`src/rtl/dmux_8way_pkg.sv`:
```
// rtl/dmux_8way_pkg.sv - select width and output select encodings for dmux_8way
package dmux_8way_pkg;

  localparam int SEL_W = 3;

  typedef enum logic [SEL_W-1:0] {
    SEL_A = 3'd0,
    SEL_B = 3'd1,
    SEL_C = 3'd2,
    SEL_D = 3'd3,
    SEL_E = 3'd4,
    SEL_F = 3'd5,
    SEL_G = 3'd6,
    SEL_H = 3'd7
  } sel_e;

endpackage

```
`src/rtl/dmux_2way.sv`:
```
// rtl/dmux_2way.sv - 1-to-2 combinational demux, the leaf of the dmux tree
module dmux_2way (
  input  logic in,
  input  logic sel,
  output logic a,
  output logic b
);

  assign a = in & ~sel;
  assign b = in & sel;

endmodule

```
`src/rtl/dmux_8way.sv`:
```
// rtl/dmux_8way.sv - 1-to-8 demux built from a dmux_2way tree with registered outputs
import dmux_8way_pkg::*;

module dmux_8way (
  input  logic             clk,
  input  logic             rst,
  output logic             a,
  output logic             b,
  output logic             c,
  output logic             d,
  output logic             e,
  output logic             f,
  output logic             g,
  output logic             h,
  input  logic             in,
  input  logic [SEL_W-1:0] sel
);

  logic       lo, hi;
  logic [3:0] mid;
  logic [7:0] dec;
  logic [7:0] q;

  // Stage 1 on the MSB: lo feeds a..d, hi feeds e..h
  dmux_2way u_s1 (.in(in), .sel(sel[2]), .a(lo), .b(hi));

  dmux_2way u_s2_lo (.in(lo), .sel(sel[1]), .a(mid[0]), .b(mid[1]));
  dmux_2way u_s2_hi (.in(hi), .sel(sel[1]), .a(mid[2]), .b(mid[3]));

  dmux_2way u_s3_0 (.in(mid[0]), .sel(sel[0]), .a(dec[0]), .b(dec[1]));
  dmux_2way u_s3_1 (.in(mid[1]), .sel(sel[0]), .a(dec[2]), .b(dec[3]));
  dmux_2way u_s3_2 (.in(mid[2]), .sel(sel[0]), .a(dec[4]), .b(dec[5]));
  dmux_2way u_s3_3 (.in(mid[3]), .sel(sel[0]), .a(dec[6]), .b(dec[7]));

  always_ff @(posedge clk or posedge rst) begin
    if (rst) begin
      q <= 8'h00;
    end else begin
      q <= dec;
    end
  end

  assign a = q[0];
  assign b = q[1];
  assign c = q[2];
  assign d = q[3];
  assign e = q[4];
  assign f = q[5];
  assign g = q[6];
  assign h = q[7];

endmodule

```
`config.mk`:
```
export PLATFORM = sky130hd
export DESIGN_NAME = dmux_8way
export DESIGN_NICKNAME = d
export VERILOG_FILES = /design/src/rtl/dmux_8way_pkg.sv /design/src/rtl/dmux_2way.sv /design/src/rtl/dmux_8way.sv
export SDC_FILE = /design/constraint.sdc
export NUM_CORES = 1
export LEC_CHECK = 0
export BUFFER_PORTS_ARGS = -buffer_cell sky130_fd_sc_hd__buf_2
export CORE_AREA = 3 3 40 42
export DETAILED_ROUTE_END_ITERATION = 7
export DIE_AREA = 0 0 43 45
export PLACE_DENSITY = 0.53
export SYNTH_ARGS = -nofsm -noshare
export SYNTH_HDL_FRONTEND = slang
export SYNTH_SLANG_ARGS = --single-unit
```
`constraint.sdc`:
```
create_clock -name clk -period 0.8 [get_ports clk]
set_clock_uncertainty 0.2 [all_clocks]
set_input_delay 0.16 -clock clk [delete_from_list [all_inputs] [get_ports clk]]
set_output_delay 0.16 -clock clk [all_outputs]
set_load 0.01 [all_outputs]
```
======== Word-level counts from Yosys, hierarchy flattened ========
Cells that the tools add are included.
cells by class
  bitwise operators ....................... 17
operator list
  kind           number
  $and A1 B1 Y1  14
  $not A1 Y1     3
storage, ports and cells
  output and inout port bits .............. 8
  logic and storage cells ................. 18
  flip-flop bits (word level) ............. 8

======== Longest topological paths before layout ========
Gate-level depths: netlist of run 1.
  depth in word-level cells ............... 4
  gate-level depth with buffers ........... 1
  gate-level depth less buffers ........... 1

======== Modules after synthesis ========
Synthesis of run 1 repeated with hierarchy kept, for this count alone.
unflattened totals
  cells, all modules ...................... 23
  area total of the unflattened synthesis .. 317.8 µm²
by module, submodules not included
  module     times used  sequential area each (µm²)  cells each  area each (µm²)
  dmux_8way  1           200.2                       9           203.9
  dmux_2way  7           0.0                         2           16.3

======== Least setup slack after synthesis of run 1 ========
OpenSTA, ideal clock, no wires.
  path type ............................... register to output
  from .................................... register q[0]
  to ...................................... output port a
  cell stages (with the launch flop) ...... 1
  path buffers ............................ 0
  arrival time ............................ 0.376 ns
  setup slack ............................. 0.064 ns
  cells stage by stage .................... dfrtp_1
RTL lines
  what                    RTL line         RTL
  start, declared         dmux_8way.sv:22  logic [7:0] q;
  start signal, assigned  dmux_8way.sv:37  q <= 8'h00;
  start signal, assigned  dmux_8way.sv:39  q <= dec;
  end, declared           dmux_8way.sv:7   output logic a,
No word-level cell between the ends.

======== Worst setup path after layout of run 1 ========
  from .................................... register q[1]
  to ...................................... output port b
RTL lines
  what           RTL line        RTL
  end, declared  dmux_8way.sv:8  output logic b,
No word-level cell between the ends.

==> results of run 1 <==
-- power breakdown --
part | leakage (µW) | internal [µW] | switching (µW)
combinational | 0.000108 | 29.2 | 36.1
sequential | 0.000110 | 416 | 2.06
clock | 0.0000138 | 170 | 112
-- synth_stat cells --
library cell	n	share of area
dfrtp_1	8	0.67
and4b_2	2	0.075
and4bb_1	2	0.084
and4_2	1	0.033
and4b_1	1	0.033
and4bb_2	1	0.042
inv_1	1	0.013
nor4b_2	1	0.050
-- layout by cell type (no fill, tap or decap), drive strengths merged --
| master | instances |
|---|---|
| nor4b | 1 |
| and4bb | 3 |
| buf | 13 |
| clkbuf | 3 |
| and4b | 3 |
| and4 | 1 |
| dfrtp | 8 |
| inv | 1 |
-- metrics by stage --
stage / worst slack, ns / std cells / TNS, ns
floorplan: 0.0644 / 17 / 0
global placement: -0.0645 / 45 / -0.547
detailed placement: -0.0778 / 45 / -0.713
CTS: -0.310 / 48 / -2.38
global route: -0.327 / 48 / -2.53
finish: -0.295 / 48 / -2.27
-- kinds of logic after synthesis --
group / after synthesis / share of synthesized area
buf+inv: 1 / 0.0125
flops: 8 / 0.669
simple gates: 8 / 0.318
-- cell type report --
class,instances,share of cell area
multi-input cells,8,0.235
repair buffers,13,0.160
well taps,15,0.0463
flip-flops and latches,8,0.494
inverters,1,0.00926
clock buffers,3,0.0556
-- routing by layer --
layer	GRT usage	vias to the layer above	share of wire
li1	-	102	-
met1	0.0650	85	0.44
met2	0.0659	12	0.40
met3	0.0239	0	0.16
met4	0.0723	0	0
met5	0	-	0
-- how the worst min path moves through the flow --
stage,from,endpoint,slack [ns],cells after the start
after floorplan,rst,q[0],-0.22,1
after CTS,rst,q[1],-0.36,2
after detailed placement,rst,q[6],-0.1,2
after global placement,rst,q[6],-0.1,2
final,rst,q[1],-0.36,2
after global routing,rst,q[6],-0.35,2
-- timing repair --
action | 4_1_cts | 5_1_grt
resized for setup | 0 | 0
buffers inserted | 0 | 0
endpoints found under the hold margin | 9 | 9
endpoints found under the setup margin | 8 | 8
==> reports/results.ini, run 1 <==
[routing]
drt_first_pass_iters=1
vias=199
vias_per_cell=4.15
wire_per_inst_um=10.4
drt_iter0_markers=0
wirelength_um=501
antenna_left=0
post-route-drc-count=0

[global_route]
grt_pass1_wl_um=759
grt.overflow.total=0
grt_usage=0.0556
grt_pass1_vias=185
antenna_found_initial=0
grt_max_degree=9

[power_and_ir_drop]
power_density_nw_per_um2=1890
power_uw=765
peakVddDrop_v=0.000440
leakage_uw=0.000231

[cts]
clk_pin_slew_ns=0.05
cts_tree=yes
cts.sinks=8
clock_path_buffers=2
cts-root-buf=clkbuf_4
cts_buffers=3
cts_max_level=1

[finish]
drive_gt1_frac=0.636
fin_area_um2=405
multi_input_area_um2=95.1
fin_util=0.315
top_regs=q (8)
final_net_count=41
fillers=140
n_antenna_cell=0
top_register=q
largest_reg_flops=8
area_delta_synth_final_pct=35.6
seq_area_um2=200

[worst_setup_path]
cp.buffers_inverters=1
cp.arrival_ns=0.74
crit_slowest_cell=dfrtp_1
startpoint=q[1]
cpLargestDelayFamily=flip-flops
crit_type=flop to output pin
cp.depth=1
start_kind=flop
setup.worst_path.end=b
crit_fanout=1
crit_path_end_kind=output pin
required_ns=0.44
crit_chain=buf_2
cpPeakStageDelay_ns=0.36

[sta]
setup_viol=8
tightest_slew_ns=0.267
slew_headroom=0.822
fin_crit_sh=1.37
hold_viol_final=9
fin_crit_ns=1.10
drv_slew=0
whs_ns=-0.361
rsz0062_at_grt=true
max_freq_mhz=913
setup_ws_ns=-0.295

[synth]
yosysSeqAreaShare=0.669
ys_ff_latch=8
synth_cell_types=8
mappedNetlistArea_um2=299
synthCells=17
yosysWarnings=0
syn_nets=23
syn_avg_cell_area_um2=17.6

[floorplan]
start_util=0.233
core_um2=1280
die_area_um2=1940
die_x_um=43
rows=13
die_h_um=45
io_pins=14

[status]
failed_checks=negative hold slack, negative setup slack
status=finished, violations left

[placed_design]
placed_area_um2=383
routabilityCongestion=0.674
io_buffer_count=13

[worst_hold_path]
hp-class=input port to async pin

[run]
cap_violations=0

Power figures use the tool's default switching activity.
==> run 2, diff against run 1 <==
==> constraint.sdc (replaced) <==
create_clock -name clk -period 1.3 [get_ports clk]
set_clock_uncertainty 0.2 [all_clocks]
set_input_delay 0.26 -clock clk [delete_from_list [all_inputs] [get_ports clk]]
set_output_delay 0.26 -clock clk [all_outputs]
set_load 0.01 [all_outputs]
==> run 2 against run 1 <==
The run now ends clean. Combinational power down 35%. Worst setup slack improved by 0.40 ns. Sequential share of layout area is 1.2 points lower. First-iteration DRC count is the same. Total power fell by 38%. Design area is 2.5% higher. Clock power decreased by 39%. Core utilization is 0.78 points higher. Non-clock buffer count is 1 higher. Global-route usage unchanged. Routed wire length is 0.80% higher. Critical path type unchanged.
==> reports/results.ini, run 2 (synthesis gave the netlist of run 1 again) <==
[finish]
top_regs=q (8)  ; unchanged
final_common_cell=buf_2  ; unchanged
final_net_count=42  ; was 41
area_delta_synth_final_pct=38.9  ; was 35.6%
final_cell_mix=buf_2 (13), dfrtp_1 (8), clkbuf_4 (3)  ; unchanged
largest_reg_flops=8  ; unchanged
top_register=q  ; unchanged
fillers=139  ; was 140
drive_gt1_frac=0.618  ; was 0.636
n_antenna_cell=0  ; unchanged
fin_area_um2=415  ; was 405 µm²

[power_and_ir_drop]
power_density_nw_per_um2=1140  ; was 1890 nW/µm²
switchingPower_uw=92.6  ; was 150 µW
leakage_uw=0.000236  ; was 0.000231 µW
p_seq_frac=0.544  ; was 0.546
swShare=0.196  ; about the same
power_uw=473  ; was 765 µW
combPwrFrac=0.090  ; was 0.085
peakVddDrop_v=0.000271  ; was 0.000440 V
internal_power_uw=380  ; was 615 µW
p_clk_frac=0.366  ; was 0.368

[global_route]
grt_pass1_wl_um=759  ; unchanged
grt_max_degree=9  ; unchanged
antenna_found_initial=0  ; unchanged
grt_pass1_vias=185  ; unchanged
grt_usage=0.0556  ; unchanged
grt.overflow.total=0  ; unchanged

[sta]
max_freq_mhz=836
fin_crit_ns=1.20
drv_slew=0  ; unchanged
slew_headroom=0.822  ; unchanged
fin_tns_setup_ns=0  ; was -2.27 ns
tightest_slew_ns=0.267  ; about the same
hold_viol_final=0  ; was 9
setup_viol=0  ; was 8
rsz0062_at_grt=false  ; was true
fin_crit_sh=0.920

[routing]
wire_per_inst_um=10.3  ; was 10.4 µm
vias_per_cell=4.10  ; was 4.15
drt_first_pass_iters=1  ; unchanged
vias=201  ; was 199
drt_iter0_markers=0  ; unchanged
antenna_left=0  ; unchanged
wirelength_um=505  ; was 501 µm
post-route-drc-count=0  ; unchanged

[worst_setup_path]
crit_chain=buf_2  ; unchanged
crit_fanout=1  ; unchanged
start_kind=flop  ; unchanged
crit_type=flop to output pin  ; unchanged
cpLargestDelayFamily=flip-flops  ; unchanged
cp.arrival_ns=0.74  ; about the same
crit_path_end_kind=output pin  ; unchanged
cpPeakStageDelay_ns=0.36  ; about the same
required_ns=0.84  ; was 0.44 ns
cp.buffers_inverters=1  ; unchanged
crit_slowest_cell=dfrtp_1  ; unchanged

[floorplan]
die_h_um=45  ; unchanged
rows=13  ; unchanged
core_um2=1280  ; unchanged
die_x_um=43  ; unchanged
io_pins=14  ; unchanged
start_util=0.233  ; unchanged
die_area_um2=1940  ; unchanged

[cts]
cts-root-buf=clkbuf_4  ; unchanged
cts_setup_buffers=0  ; unchanged
cts_max_level=1  ; unchanged
holdBufCountCts=1
cts_buffers=3  ; unchanged
cts_tree=yes  ; unchanged
cts_resized=0  ; unchanged
clk_pin_slew_ns=0.05  ; about the same
clock_path_buffers=2  ; unchanged
cts.sinks=8  ; unchanged

[run]
cap_violations=0  ; unchanged

[placed_design]
placed_area_um2=383  ; unchanged
io_buffer_count=13  ; unchanged
routabilityCongestion=0.674  ; unchanged

[status]
status=complete, no violations  ; was finished, violations left

[worst_hold_path]
hp-class=input port to flop  ; was input port to async pin

==> run 2: cell types whose count changed in the layout (fill, tap and decap cells not counted) <==
cell | previous run | this run
dlygate4sd3_1 | 0 | 1
==> run 2: final timing paths <==
kind,cells past startpoint,end,slack (ns),startpoint
max,1,b,0.10,q[1]
min,2,q[0],0.06,sel[0]
max in group asynchronous,3,q[3],0.40,rst
min in group asynchronous,3,q[1],0.29,rst
==> run 2: cell type report <==
| class | instances | area, µm² | share of cell area |
|---|---|---|---|
| sequential | 8 | 200 | 0.482 |
| multi-input combinational | 8 | 95.1 | 0.229 |
| timing repair buffer | 14 | 75.1 | 0.181 |
| clock buffer | 3 | 22.5 | 0.0542 |
| tap | 15 | 18.8 | 0.0452 |
| inverter | 1 | 3.75 | 0.00904 |
==> run 2: per-stage QoR <==
stage / setup WS (ns) / hold WS [ns] / util / cells
finish: 0.105 / 0.0616 / 0.323 / 49
global route: 0.0726 / 0.0724 / 0.323 / 49
CTS: 0.0896 / 0.0525 / 0.323 / 49
detailed placement: 0.322 / 0.000722 / 0.298 / 45
global placement: 0.335 / 0.0000608 / 0.298 / 45
floorplan: 0.464 / -0.124 / - / 17
==> run 2: layer usage <==
| layer | global-route usage | vias up | wire length [µm] |
|---|---|---|---|
| li1 | - | 104 | - |
| met1 | 0.0675 | 85 | 227 |
| met2 | 0.0659 | 12 | 201 |
| met3 | 0.0199 | 0 | 76 |
| met4 | 0.0723 | 0 | 0 |
| met5 | 0 | - | 0 |
==> run 2: power groups by stage <==
stage                     Combinational [µW]  Clock (µW)  Sequential, µW
after floorplan                         13.2           0             265
after global placement                  39.3           0             261
after detailed placement                41.0           0             261
after CTS                               43.2         182             257
after global routing                    47.9         195             257
final                                   42.5         173             257
==> run 3, diff against run 2 <==
--- a/config.mk
+++ b/config.mk
@@ -9,7 +9,7 @@
 export CORE_AREA = 3 3 40 42
 export DETAILED_ROUTE_END_ITERATION = 7
 export DIE_AREA = 0 0 43 45
-export PLACE_DENSITY = 0.53
+export RECOVER_POWER = 25
 export SYNTH_ARGS = -nofsm -noshare
 export SYNTH_HDL_FRONTEND = slang
 export SYNTH_SLANG_ARGS = --single-unit
==> run 3 against run 2 <==
Critical path depth unchanged. Sequential power about the same. Clock-buffer cell count is the same. Cell count did not move. Via count rose by 1.5%. Non-clock buffer count unchanged. Total power barely moved. Die area stayed put. Worst hold slack improved by 0.0088 ns. Worst setup slack worse by 0.0053 ns. Largest cell class unchanged.
==> reports/results.ini, run 3 (synthesis gave the netlist of run 1 again) <==
[status]
status=complete, no violations  ; unchanged

[routing]
antenna_left=0  ; unchanged
drt_first_pass_iters=2  ; was 1
post-route-drc-count=0  ; unchanged
vias=204  ; was 201
vias_per_cell=4.16  ; was 4.10
drt_iter0_markers=1  ; was 0
wire_per_inst_um=10.8  ; was 10.3 µm
wirelength_um=530  ; was 505 µm

[cts]
cts_buffers=3  ; unchanged
cts_tree=yes  ; unchanged
clock_path_buffers=2  ; unchanged
cts_max_level=1  ; unchanged
clk_pin_slew_ns=0.05  ; about the same
cts.sinks=8  ; unchanged
cts-root-buf=clkbuf_4  ; unchanged

[finish]
area_delta_synth_final_pct=38.5  ; was 38.9%
n_antenna_cell=0  ; unchanged
drive_gt1_frac=0.588  ; was 0.618
top_register=q  ; unchanged
final_common_cell=buf_2  ; unchanged
fillers=138  ; was 139
final_net_count=42  ; unchanged
top_regs=q (8)  ; unchanged
final_cell_mix=buf_2 (12), dfrtp_1 (8), clkbuf_4 (3)  ; was buf_2 (13), dfrtp_1 (8), clkbuf_4 (3)
largest_reg_flops=8  ; unchanged
fin_cells=49  ; unchanged

[sta]
fin_crit_sh=0.924  ; was 0.920
max_freq_mhz=833  ; was 836 MHz
fin_tns_setup_ns=0  ; unchanged
fin_crit_ns=1.20  ; about the same
slew_headroom=0.822  ; about the same
rsz0062_at_grt=false  ; unchanged
setup_ws_ns=0.0992  ; was 0.105 ns
setup_viol=0  ; unchanged
tightest_slew_ns=0.267  ; about the same
hold_viol_final=0  ; unchanged
drv_slew=0  ; unchanged

[worst_setup_path]
cpPeakStageDelay_ns=0.36  ; about the same
crit_fanout=1  ; unchanged
cp.arrival_ns=0.74  ; about the same
crit_slowest_cell=dfrtp_1  ; unchanged
crit_type=flop to output pin  ; unchanged
required_ns=0.84  ; about the same
cp.buffers_inverters=1  ; unchanged
crit_path_end_kind=output pin  ; unchanged
start_kind=flop  ; unchanged
cpLargestDelayFamily=flip-flops  ; unchanged
crit_chain=buf_2  ; unchanged

[global_route]
grt.overflow.total=0  ; unchanged
grt_usage=0.0657  ; was 0.0556
antenna_found_initial=0  ; unchanged
grt_pass1_wl_um=883  ; was 759 µm
grt_max_degree=9  ; unchanged
grt_pass1_vias=211  ; was 185

[worst_hold_path]
worstHoldEndpoint=q[0]  ; unchanged
worstHoldStart=sel[2]  ; was sel[0]
hp-class=input port to flop  ; unchanged
whs_path_depth=2  ; unchanged

[floorplan]
io_pins=14  ; unchanged
die_x_um=43  ; unchanged
die_h_um=45  ; unchanged
rows=13  ; unchanged
die_area_um2=1940  ; unchanged
core_um2=1280  ; unchanged
start_util=0.233  ; unchanged

[placed_design]
dp_hpwl_um=421
pre_cts_ws_ns=0.289  ; was 0.322 ns
routabilityCongestion=0.714  ; was 0.674
placedCellCount=45  ; unchanged
io_buffer_count=13  ; unchanged

[power_and_ir_drop]
power_density_nw_per_um2=1140  ; about the same
leakage_uw=0.000233  ; was 0.000236 µW
peakVddDrop_v=0.000282  ; was 0.000271 V

[run]
cap_violations=0  ; unchanged

==> run 3: cell types whose count changed in the layout (fill, tap and decap cells not counted), sizes merged <==
cell and change:
buf -1, clkbuf +1
==> run 3: area by class of cell <==
cell class / count / area, µm² / share of cell area
well taps: 15 / 18.8 / 0.0453
clock buffers: 3 / 22.5 / 0.0544
multi-input cells: 8 / 95.1 / 0.230
repair buffers: 14 / 73.8 / 0.178
inverters: 1 / 3.75 / 0.00906
flip-flops and latches: 8 / 200 / 0.483
==> run 3: layer usage <==
metal	part of all wire	vias to the layer above	global-route usage
li1	-	101	-
met1	0.41	91	0.0723
met2	0.47	12	0.0898
met3	0.12	0	0.0279
met4	0	0	0.0723
met5	0	-	0
==> run 3: worst max-delay path by stage <==
stage,start,endpoint,slack (ns),depth (start not counted)
after global routing,q[0],a,0.06,1
after detailed placement,sel[0],q[0],0.29,2
final,q[0],a,0.1,1
after CTS,q[0],a,0.08,1
after global placement,sel[2],q[2],0.34,2
after floorplan,q[0],a,0.46,0
==> run 3: report_power, final <==
part	switching (µW)	internal (µW)
clock	69.2	105
sequential	1.39	256
combinational	22.7	19.5
total	93.2	380
==> run 3: metrics by stage <==
| step | hold slack, ns | util | total power [µW] | area [µm²] |
|---|---|---|---|---|
| 2_1_floorplan | -0.124 | - | 278 | 299 |
| 3_3_place_gp | 0.00297 | 0.298 | 300 | 383 |
| 3_5_place_dp | 0.00246 | 0.298 | 302 | 383 |
| 4_1_cts | 0.0591 | 0.323 | 485 | 415 |
| 5_1_grt | 0.0680 | 0.322 | 501 | 414 |
| 6_report | 0.0704 | 0.322 | 473 | 414 |
==> run 3: what timing repair did <==
action | 4_1_cts | 5_1_grt
endpoints found under the hold margin | 8 | 0
buffers inserted | 0 | 0
resized for setup | 0 | 0
hold buffers | 1 | 0
